## src/rtl/lfsr_keystream_if.sv

```systemverilog
// Bus between the register-file write port / read mux and the LFSR keystream block.
// master: register file side (drives the write bus and step strobe).
// slave : keystream block (returns state, taps and burst status).
interface lfsr_keystream_if #(
    parameter int W = 8,
    parameter int S = 7
);
    logic         reg_write;
    logic [1:0]   reg_dest;
    logic [W-1:0] data_in;
    logic         next_lfsr;
    logic [W-1:0] state_out;
    logic [S-1:0] taps_out;
    logic         busy;

    modport master (
        output reg_write, reg_dest, data_in, next_lfsr,
        input  state_out, taps_out, busy
    );

    modport slave (
        input  reg_write, reg_dest, data_in, next_lfsr,
        output state_out, taps_out, busy
    );
endinterface

```

## src/rtl/lfsr_keystream.sv

```systemverilog
// LFSR keystream generator feeding the register file's second read port.
// Taps and state are loaded from the register-file write bus; the LFSR advances
// one step per next_lfsr pulse while idle, or autonomously for N steps in a burst.
// Optional build macro: LFSR_PARITY_EN puts even parity of the state in the top
// bit of state_out; without it the state is zero-extended.
module lfsr_keystream #(
    parameter int W = 8,
    parameter int S = 7
) (
    input  logic               clk_i,
    input  logic               rst_i,
    lfsr_keystream_if.slave    bus
);

    localparam int CW = 4;

    typedef enum logic {
        IDLE = 1'b0,
        RUN  = 1'b1
    } fsm_t;

    localparam logic [1:0] DEST_TAPS  = 2'b01;
    localparam logic [1:0] DEST_SEED  = 2'b10;
    localparam logic [1:0] DEST_BURST = 2'b11;

    fsm_t          fsm_q,   fsm_d;
    logic [S-1:0]  state_q, state_d;
    logic [S-1:0]  taps_q,  taps_d;
    logic [CW-1:0] count_q, count_d;

    logic          wr_taps;
    logic          wr_seed;
    logic          wr_burst;
    logic          fb;
    logic [S-1:0]  state_step;

    // Upper data bits beyond the state width are not consumed by this block.
    logic          unused_data_hi;
    assign unused_data_hi = ^bus.data_in[W-1:S];

    assign wr_taps  = bus.reg_write && (bus.reg_dest == DEST_TAPS);
    assign wr_seed  = bus.reg_write && (bus.reg_dest == DEST_SEED);
    assign wr_burst = bus.reg_write && (bus.reg_dest == DEST_BURST);

    // Fibonacci feedback; a zero state or zero taps yields fb=0, so all-zero is a fixed point.
    assign fb         = ^(state_q & taps_q);
    assign state_step = {state_q[S-2:0], fb};

    // State register: FSM, LFSR state, taps and burst counter.
    always_ff @(posedge clk_i or posedge rst_i) begin
        if (rst_i) begin
            fsm_q   <= IDLE;
            state_q <= '0;
            taps_q  <= '0;
            count_q <= '0;
        end else begin
            fsm_q   <= fsm_d;
            state_q <= state_d;
            taps_q  <= taps_d;
            count_q <= count_d;
        end
    end

    // Next-state logic: write > burst step > single step; taps/seed writes abort a burst.
    always_comb begin
        fsm_d   = fsm_q;
        state_d = state_q;
        taps_d  = taps_q;
        count_d = count_q;
        if (wr_taps) begin
            taps_d  = bus.data_in[S-1:0];
            fsm_d   = IDLE;
            count_d = '0;
        end else if (wr_seed) begin
            state_d = bus.data_in[S-1:0];
            fsm_d   = IDLE;
            count_d = '0;
        end else if (wr_burst) begin
            count_d = bus.data_in[CW-1:0];
            fsm_d   = (bus.data_in[CW-1:0] != '0) ? RUN : IDLE;
        end else if (fsm_q == RUN) begin
            // next_lfsr is deliberately ignored here: the burst owns the step.
            state_d = state_step;
            count_d = count_q - 1'b1;
            if (count_q == {{(CW-1){1'b0}}, 1'b1}) begin
                fsm_d = IDLE;
            end
        end else if (bus.next_lfsr) begin
            state_d = state_step;
        end
    end

    // Output decode: all outputs come straight from registers through the pad/parity mux.
    always_comb begin
        bus.state_out          = '0;
        bus.state_out[S-1:0]   = state_q;
`ifdef LFSR_PARITY_EN
        bus.state_out[W-1]     = ^state_q;
`endif
        bus.taps_out           = taps_q;
        bus.busy               = (fsm_q == RUN);
    end

endmodule

```

## src/flat_wrapper.sv

```systemverilog
// flat-port wrapper written by rule: the top's interface ports become plain ports
module lfsr_keystream_flat 
#(
    parameter int W = 8,
    parameter int S = 7
)
  (clk_i, rst_i, bus_reg_write, bus_reg_dest, bus_data_in, bus_next_lfsr, bus_state_out, bus_taps_out, bus_busy);
  lfsr_keystream_if #(.W(W), .S(S)) bus_i ();
  input  logic clk_i;
  input  logic rst_i;
  input wire logic [$bits(bus_i.reg_write)-1:0] bus_reg_write;
  input wire logic [$bits(bus_i.reg_dest)-1:0] bus_reg_dest;
  input wire logic [$bits(bus_i.data_in)-1:0] bus_data_in;
  input wire logic [$bits(bus_i.next_lfsr)-1:0] bus_next_lfsr;
  output wire logic [$bits(bus_i.state_out)-1:0] bus_state_out;
  output wire logic [$bits(bus_i.taps_out)-1:0] bus_taps_out;
  output wire logic [$bits(bus_i.busy)-1:0] bus_busy;
  assign bus_i.reg_write = bus_reg_write;
  assign bus_i.reg_dest = bus_reg_dest;
  assign bus_i.data_in = bus_data_in;
  assign bus_i.next_lfsr = bus_next_lfsr;
  assign bus_state_out = bus_i.state_out;
  assign bus_taps_out = bus_i.taps_out;
  assign bus_busy = bus_i.busy;
  lfsr_keystream #(.W(W), .S(S)) u_core (.clk_i(clk_i), .rst_i(rst_i), .bus(bus_i));
endmodule
```

## config.mk

```make
export PLATFORM = sky130hd
export DESIGN_NAME = lfsr_keystream_flat
export DESIGN_NICKNAME = d
export VERILOG_FILES = /design/src/rtl/lfsr_keystream_if.sv /design/src/rtl/lfsr_keystream.sv /design/src/flat_wrapper.sv
export SDC_FILE = /design/constraint.sdc
export NUM_CORES = 1
export LEC_CHECK = 0
export CAP_MARGIN = 20
export CORE_MARGIN = 1.5
export CORE_UTILIZATION = 41
export DETAILED_ROUTE_END_ITERATION = 10
export PLACE_DENSITY = 0.74
export REMOVE_ABC_BUFFERS = 1
export SETUP_SLACK_MARGIN = 0.15
export SLEW_MARGIN = 20
export SYNTH_ARGS = -nofsm -noshare
export SYNTH_HDL_FRONTEND = slang
export SYNTH_SLANG_ARGS = --single-unit
```

## constraint.sdc

```tcl
create_clock -name clk_i -period 1.7 [get_ports clk_i]
set_clock_uncertainty 0.15 [all_clocks]
set_input_delay 0.34 -clock clk_i [delete_from_list [all_inputs] [get_ports clk_i]]
set_output_delay 0.34 -clock clk_i [all_outputs]
set_load 0.05 [all_outputs]
```

==> results.json <==
{
  "clock_path_buffers": 2,
  "drc": 0,
  "grt_max_degree": 20,
  "core_area_mm2": 0.00228,
  "die_h_um": 52.7,
  "antenna_found_initial": 0,
  "yosysWarnings": 0,
  "diodes": 0,
  "period_share_pct": 96.1,
  "dpl.hpwl_um": 1780,
  "ctsHoldBuffers": 0,
  "overflow": 0,
  "period_needed_ns": 1.63,
  "cts_root_buf": "clkbuf_4",
  "ant_nets": 0,
  "crit_type": "reg -> reg",
  "fmax_mhz": 612,
  "vdd_drop_max_v": 0.00104,
  "cts_buffers": 3,
  "outcome": "complete, no violations",
  "final_area_mm2": 0.00170,
  "wire_per_inst_um": 13.2,
  "multiInputGateArea_um2": 518,
  "cp_slowest_cell": "dfrtp_1",
  "grt_pass1_vias": 880,
  "path_max_fanout": 2,
  "worstPathArrival_ns": 1.68,
  "worst_path_most_repeated_cell": "xnor3_1",
  "die_x_um": 52.7,
  "cpPeakStageDelay_ns": 0.41,
  "instances_no_fill": 176,
  "num_vias": 893,
  "layout-drive-gt1-share_pct": 38.5,
  "seqCellArea_um2": 475,
  "clkSlewWorstSetupHoldPaths_ns": 0.11,
  "synthesis.area_mm2": 0.00101,
  "setup_tns_ns": 0,
  "syn_area_per_cell_um2": 10.7,
  "hold_path.class": "in -> async",
  "place_inst": 166,
  "clk_latency_ns": 0.29,
  "dp_slack_ns": -0.236,
  "track_usage_pct": 19.8,
  "fin_nets": 165,
  "setup_ws_ns": 0.0657,
  "nFillCells": 152,
  "cap_violations": 0,
  "slew_viol_final": 0,
  "synth-seq-cells": 19,
  "num_rows": 17,
  "h-tree-depth": 1,
  "totalWireLength_um": 2330,
  "crit_family": "XOR/XNOR gates",
  "path_cells": "nand2_1 > xnor3_1 > xnor3_1 > a221o_1",
  "dieArea_mm2": 0.00278,
  "netlist_instances": 95,
  "placed_cell_area_mm2": 0.00161,
  "drt_pass1_iterations": 4,
  "finalSetupViolations": 0,
  "p_leak_uw": 0.000836,
  "drt_iter0_drc": 9,
  "cts_tree": "built",
  "path_buf_inv": 0,
  "clock_sinks": 19,
  "port_buffers": 27,
  "yosys.cell_types.count": 27,
  "gp_congestion": 0.762,
  "pin_count": 30,
  "cp-end-kind": "flip-flop",
  "worstSetupStartpointType": "flip-flop",
  "power_uw": 2430,
  "power_density_mw_per_mm2": 1430,
  "start_util_pct": 44.5,
  "grt_pass1_wl_um": 3880,
  "rsz0062_at_grt": "yes",
  "hold_violations": 0,
  "via_per_inst": 5.07,
  "ys_seq_area_share_pct": 46.9,
  "area_delta_synth_final_pct": 67.9,
  "required_ns": 1.74
}
## final timing paths
path                                         from                endpoint  slack (ns)  cells past startpoint
min in group clk_i              u_core.state_q[2]       u_core.state_q[2]        0.47                      3
hold reg to reg                 u_core.state_q[2]       u_core.state_q[2]        0.47                      3
setup / recovery           u_core.bus.taps_out[2]       u_core.state_q[0]        0.07                      4
setup reg to reg           u_core.bus.taps_out[2]       u_core.state_q[0]        0.07                      4
hold / removal                              rst_i       u_core.count_q[3]        0.20                      3
max in group asynchronous                   rst_i  u_core.bus.taps_out[1]        1.00                      3
## worst min-delay path, stage by stage
cell             delay, ns
clkdlybuf4s50_1       0.40
inv_1                 0.05
buf_4                 0.25
## cell families after synthesis
logic type	after synthesis	synth area share (%)
AND/OR/NAND/NOR	27	12.5
flip-flops	19	46.9
AO/OA/AOI/OAI	17	11.6
multiplexers	13	13.7
buffers and inverters	9	3.70
XOR/XNOR	7	8.77
adder cells (fa/ha/maj)	2	2.47
other	1	0.370
## final cells by class
type | count | area share (%)
repair buffers | 55 | 37.3
multi-input cells | 67 | 30.4
flip-flops and latches | 19 | 27.9
well taps | 28 | 2.06
clock buffers | 3 | 1.32
inverters | 3 | 0.662
clock inverters | 1 | 0.294
## what timing repair did
item,in CTS,in global routing
setup endpoints to repair,9,9
gates resized for setup,3,2
endpoints found under the hold margin,0,0
pin swaps,3,1
buffers inserted,5,1
## state kept, by name (all words and copies together) (netlist names)
name / cells
u_core.count_q: 4
u_core.state_q: 7
u_core.bus.taps_out: 7
u_core.bus.busy: 1
## cells in the final DEF (no fill, tap or decap), drive strengths merged
master         instances
conb                   1
mux2                   7
buf                   43
inv                    3
nand2b                 2
nor4b                  1
or2                    1
clkinv                 1
xnor3                  2
nor2                   2
nand3                  1
clkdlybuf4s50         12
a2bb2oi                1
a221o                  1
dfrtp                 19
nand2                 17
o22ai                  2
a22o                   4
and3                   1
and2                   1
o31ai                  1
clkbuf                 3
xor2                   3
ha                     2
xnor2                  2
o41ai                  1
o21ai                  7
and4b                  1
mux2i                  6
## power breakdown
group	leakage, uW	switching, uW	internal [uW]
clock network	0.0000177	141	87.6
registers	0.000237	84.5	581
logic	0.000582	728	811
total	0.000836	953	1480
## Yosys cell counts
cell	number	area, um2
a2bb2oi_1	1	8.76
conb_1	1	3.75
a221o_1	1	10.0
and2_1	1	6.26
o21ai_0	7	35.0
and3_1	1	6.26
o31ai_1	1	7.51
nand2b_1	2	12.5
nor4b_1	1	8.76
and4b_1	1	10.0
a22o_1	4	35.0
ha_1	2	25.0
dfrtp_1	19	475
nand3_1	1	5.00
mux2_2	7	78.8
xnor2_1	2	17.5
nor2_1	2	7.51
xor2_1	3	26.3
buf_4	1	7.51
o41ai_1	1	8.76
or2_2	1	6.26
nand2_1	17	63.8
o22ai_1	2	12.5
clkbuf_1	5	18.8
inv_1	3	11.3
mux2i_1	6	60.1
xnor3_1	2	45.0
## per-stage QoR
step | util, % | hold slack (ns)
floorplan | - | 0.141
global placement | 70.6 | 0.395
finish | 74.8 | 0.203
detailed placement | 70.6 | 0.424
global route | 74.8 | 0.208
CTS | 74.0 | 0.204
## per-layer routing
metal | vias to the layer above | global-route usage (%) | routed length [um]
li1 | 439 | - | -
met2 | 18 | 33.1 | 1150
met1 | 434 | 25.2 | 1080
met3 | 2 | 1.71 | 62
met5 | - | 0 | 0
met4 | 0 | 10.3 | 27
No activity file was read; power rests on OpenSTA's default activity.
